<file path="src/rtl/ps2_pkg.sv">
// Shared types and scan-code constants for the PS/2 receive path.
package ps2_pkg;

  typedef enum logic [1:0] {
    IDLE   = 2'd0,
    DECODE = 2'd1,
    EMIT   = 2'd2
  } ps2_state_e;

  localparam logic [7:0] PS2_EXT = 8'hE0;
  localparam logic [7:0] PS2_BRK = 8'hF0;

endpackage

</file>
<file path="src/rtl/ps2_kbd_ctrl.sv">
// Pops scan-code bytes from the keyboard FIFO, folds E0/F0 prefixes into key
// events, flags typematic repeats of the held key and hands events downstream.
//
//   state  | meaning
//   IDLE   | waiting for a FIFO byte; ages any pending prefix
//   DECODE | classify byte_r as prefix or key code, update held key
//   EMIT   | event presented on evt_*, waiting for evt_ready
module ps2_kbd_ctrl
  import ps2_pkg::*;
#(
  parameter int PREFIX_TIMEOUT = 65535
) (
  input  logic       clk,
  input  logic       rst_n,
  input  logic       kbd_ready,
  input  logic [7:0] kbd_data,
  input  logic       kbd_overflow,
  output logic       kbd_read_n,
  output logic       evt_valid,
  input  logic       evt_ready,
  output logic [7:0] evt_code,
  output logic       evt_ext,
  output logic       evt_brk,
  output logic       evt_repeat,
  output logic [7:0] press_count,
  output logic       err_overflow,
  output logic       err_timeout
);

  localparam int CW = (PREFIX_TIMEOUT > 2) ? $clog2(PREFIX_TIMEOUT) : 1;
  localparam logic [CW-1:0] TO_LAST = CW'(PREFIX_TIMEOUT - 1);

  ps2_state_e    state;
  logic [7:0]    byte_r;
  logic          ext_pend;
  logic          brk_pend;
  logic          held_valid;
  logic [7:0]    held_code;
  logic          held_ext;
  logic [CW-1:0] to_cnt;
  logic          held_match;

  // Gated by rst_n so no pop strobe is shown while the flops are held in reset.
  assign kbd_read_n = ~((state == IDLE) & kbd_ready & rst_n);
  assign held_match = held_valid & (held_ext == ext_pend) & (held_code == byte_r);

  always_ff @(posedge clk or negedge rst_n) begin
    if (!rst_n) begin
      state        <= IDLE;
      byte_r       <= '0;
      ext_pend     <= 1'b0;
      brk_pend     <= 1'b0;
      held_valid   <= 1'b0;
      held_code    <= '0;
      held_ext     <= 1'b0;
      to_cnt       <= '0;
      evt_valid    <= 1'b0;
      evt_code     <= '0;
      evt_ext      <= 1'b0;
      evt_brk      <= 1'b0;
      evt_repeat   <= 1'b0;
      press_count  <= '0;
      err_overflow <= 1'b0;
      err_timeout  <= 1'b0;
    end else begin
      err_timeout  <= 1'b0;
      err_overflow <= err_overflow | kbd_overflow;
      case (state)
        IDLE: begin
          if (kbd_ready) begin
            byte_r <= kbd_data;
            to_cnt <= '0;
            state  <= DECODE;
          end else if (ext_pend | brk_pend) begin
            if (to_cnt == TO_LAST) begin
              ext_pend    <= 1'b0;
              brk_pend    <= 1'b0;
              err_timeout <= 1'b1;
              to_cnt      <= '0;
            end else begin
              to_cnt <= to_cnt + 1'b1;
            end
          end
        end
        DECODE: begin
          if (byte_r == PS2_EXT) begin
            ext_pend <= 1'b1;
            state    <= IDLE;
          end else if (byte_r == PS2_BRK) begin
            brk_pend <= 1'b1;
            state    <= IDLE;
          end else begin
            evt_code  <= byte_r;
            evt_ext   <= ext_pend;
            evt_brk   <= brk_pend;
            evt_valid <= 1'b1;
            ext_pend  <= 1'b0;
            brk_pend  <= 1'b0;
            state     <= EMIT;
            if (brk_pend) begin
              evt_repeat <= 1'b0;
              if (held_match) held_valid <= 1'b0;
            end else if (held_match) begin
              evt_repeat <= 1'b1;
            end else begin
              evt_repeat  <= 1'b0;
              press_count <= press_count + 1'b1;
              held_code   <= byte_r;
              held_ext    <= ext_pend;
              held_valid  <= 1'b1;
            end
          end
        end
        EMIT: begin
          if (evt_ready) begin
            evt_valid <= 1'b0;
            state     <= IDLE;
          end
        end
        default: state <= IDLE;
      endcase
    end
  end

endmodule

</file>
<file path="config.mk">
export PLATFORM = sky130hd
export DESIGN_NAME = ps2_kbd_ctrl
export DESIGN_NICKNAME = d
export VERILOG_FILES = /design/src/rtl/ps2_pkg.sv /design/src/rtl/ps2_kbd_ctrl.sv
export SDC_FILE = /design/constraint.sdc
export NUM_CORES = 1
export LEC_CHECK = 0
export BUFFER_PORTS_ARGS = -buffer_cell sky130_fd_sc_hd__buf_2
export CORE_MARGIN = 2
export CORE_UTILIZATION = 55
export DETAILED_ROUTE_END_ITERATION = 6
export PLACE_DENSITY = 0.76
export SLEW_MARGIN = 5
export SYNTH_ARGS = -nofsm -noshare
export SYNTH_HDL_FRONTEND = slang
export SYNTH_SLANG_ARGS = --single-unit
</file>
<file path="constraint.sdc">
create_clock -name clk -period 4.1 [get_ports clk]
set_input_delay 0.615 -clock clk [delete_from_list [all_inputs] [get_ports clk]]
set_output_delay 0.615 -clock clk [all_outputs]
set_load 0.005 [all_outputs]
</file>
==> impl_metrics.ini <==
[yosys]
synthTopCellsByArea = dfrtp_1 53%, mux2_1 7.1%, a31oi_1 3.9%, xor2_1 3.4%, mux2_2 3.2%
yosysSeqAreaShare_pct = 52.52
async_reset_ff_share_pct = 100.0
ys_types = 43
synth_ff_type = dfrtp_1
ys_ff_latch = 60
synth_top_cell_area_share_pct = 52.52
synthCells = 252
syn-num-nets = 270
yosysTopAreaCell = dfrtp_1
synth.avg_cell_area_um2 = 11.35
synth_edf_count = 0
syn_area_mm2 = 0.002859
yosys_warnings = 0

[timing]
setup_viol_count_final = 0
worst_slew_pin_slew_ns = 0.7770
finalSetupTns_ns = 0
slew_headroom_pct = 48.19
clock.fmax_ghz = 0.4377
setup_slack_ns = 1.815
hold_violations = 0
grt_setup_unrepaired = no
post-route-min-period_ns = 2.285
fin_crit_sh_pct = 55.73
slew_viol_final = 0
skew_ns = 0.005484

[setup_path]
crit_fanout = 10
path_class = reg2out
cp-end-kind = output port
cp-start-kind = flop
required_ns = 3.48
worstPathArrival_ns = 1.67
ff2ff_setup_slack_ns = 1.98

[layout]
layout.nets = 308
n_fill_cell = 412
final_common_cell = dfrtp_1
final_cell_mix = 60 x dfrtp_1, 35 x buf_2, 20 x nand2_1, 18 x mux2_1, 18 x a31oi_1
drive_above_1_share_pct = 23.05
area_growth_pct = 16.15
n_antenna_cell = 0
final_util_pct = 65.43

[clock_network]
clk_latency_ns = 0.33
cts-root-buf = clkbuf_8
cts_hold_buf = 0
h-tree-depth = 3
clk_path_buf_depth = 2
clk_pin_slew_worst_paths_ns = 0.06
post_cts_resized = 0
cts_setup_buffers = 0
tritoncts = yes
cts_buffers = 9
cts_sinks = 60

[routing]
drt_iter0_drc = 138
vias_per_cell = 5.603
first_pass_iters = 4
finalWirelength_um = 5437
drc = 0
antenna_left = 0
num_vias = 2045
wl_per_cell_um = 14.90

[placed_design]
pre_cts_slack_ns = 1.967
dp_hpwl_um = 3695
portBuffers = 35
routabilityCongestion = 0.8103

[floorplan]
num_rows = 26
num_io_pins = 36
core_mm2 = 0.005075
dieArea_mm2 = 0.005791
die_height_um = 76.10
fp.dieW_um = 76.10
start_util_pct = 56.34

[power]
p_leak_uw = 0.001473
vdd_drop_max_mv = 0.4754
p_per_area_mw_per_mm2 = 683.2

[grt]
grt_usage_pct = 21.05
antenna_found_initial = 0
grt_pass1_wl_um = 9646
grt_pass1_vias = 2052
grt_max_degree = 61
grt_overflow = 0

[run]
cap_violations = 0

[min_path]
hold_class = in2reg

[outcome]
outcome = complete, no violations
## stage by stage
stage / instance area (um^2) / hold WS (ns) / std cells / power (uW)
after floorplan: 2859 / 0.3194 / 252 / 1395
after global placement: 3070 / 0.4453 / 349 / 1590
after detailed placement: 3070 / 0.4430 / 349 / 1620
after CTS: 3321 / 0.4542 / 365 / 2290
after global routing: 3321 / 0.4538 / 365 / 2429
final: 3321 / 0.4686 / 365 / 2269
## sequential cells by signal, indices dropped and copies added, names as in the netlist
register      cells
ext_pend          1
state             2
to_cnt           16
byte_r            8
held_valid        1
evt_code          8
err_overflow      1
held_code         8
press_count       8
evt_valid         1
err_timeout       1
held_ext          1
evt_ext           1
brk_pend          1
evt_repeat        1
evt_brk           1
## cell usage after synthesis, types with 2 or more instances
| cell | number |
|---|---|
| dfrtp_1 | 60 |
| nand2_1 | 20 |
| a31oi_1 | 18 |
| mux2_1 | 18 |
| inv_1 | 13 |
| xor2_1 | 11 |
| o21ai_1 | 9 |
| mux2_2 | 8 |
| nand3_1 | 7 |
| nor2_1 | 7 |
| nand3b_1 | 6 |
| nand4_1 | 6 |
| nor4_1 | 6 |
| xnor2_1 | 6 |
| ha_1 | 5 |
| nor3_1 | 4 |
| and2_1 | 3 |
| and3_1 | 3 |
| buf_6 | 3 |
| clkbuf_1 | 3 |
| nand2b_1 | 3 |
| o211ai_1 | 3 |
| or3_1 | 3 |
| a21boi_1 | 2 |
| a41oi_1 | 2 |
| buf_2 | 2 |
| nand4b_1 | 2 |
| o31ai_1 | 2 |
| or2_2 | 2 |
| or4_1 | 2 |
## report_power, final
part           leakage (uW)  total, uW  switching, uW  internal [uW]
Combinational      0.000588        633            325            307
Sequential         0.000758        970            181            790
Clock              0.000127        666            229            436
Total               0.00147       2270            735           1530
## worst paths after layout
kind	end	startpoint	cells after the start
worst max-delay path	kbd_read_n	state[1]	4
worst min-delay path	state[1]	evt_ready	2
worst max register to register	press_count[1]	byte_r[6]	6
worst min register to register	err_overflow	err_overflow	1
max in group asynchronous	byte_r[6]	rst_n	2
min in group asynchronous	to_cnt[8]	rst_n	2
## routing by layer
layer  track usage (%)  up-vias  part of all wire [%]
met5                 0        -                     0
met4             8.182        0                   1.4
met3             5.924        9                   3.8
met2             32.86       45                    46
met1             28.13      997                    48
li1                  -      994                     -
## cells by family after synthesis
family                     count (synthesis)  share of synthesized area (%)
AOI/OAI and AO/OA                         41                          9.803
xor gates and xnor gates                  17                          5.208
adders and majority gates                  5                          2.188
buffers and inverters                     23                          4.026
DFF                                       60                          52.52
muxes                                     26                          10.24
and+or+nand+nor                           80                          16.02
## worst max-delay path: stages (launching register included)
cell and delay, ns:
dfrtp_1 0.42, nor2_1 0.20, and2_1 0.46, nand2_1 0.12, buf_2 0.14
## final cells by class
class | count | area (um^2) | area share, %
clock inverter | 4 | 95.09 | 2.864
multi-input combinational | 169 | 1242 | 37.42
timing repair buffer | 37 | 190.2 | 5.727
inverter | 13 | 48.80 | 1.469
clock buffer | 12 | 155.1 | 4.672
sequential | 60 | 1501 | 45.21
tap | 70 | 87.58 | 2.638
Power figures use the tool's default switching activity.
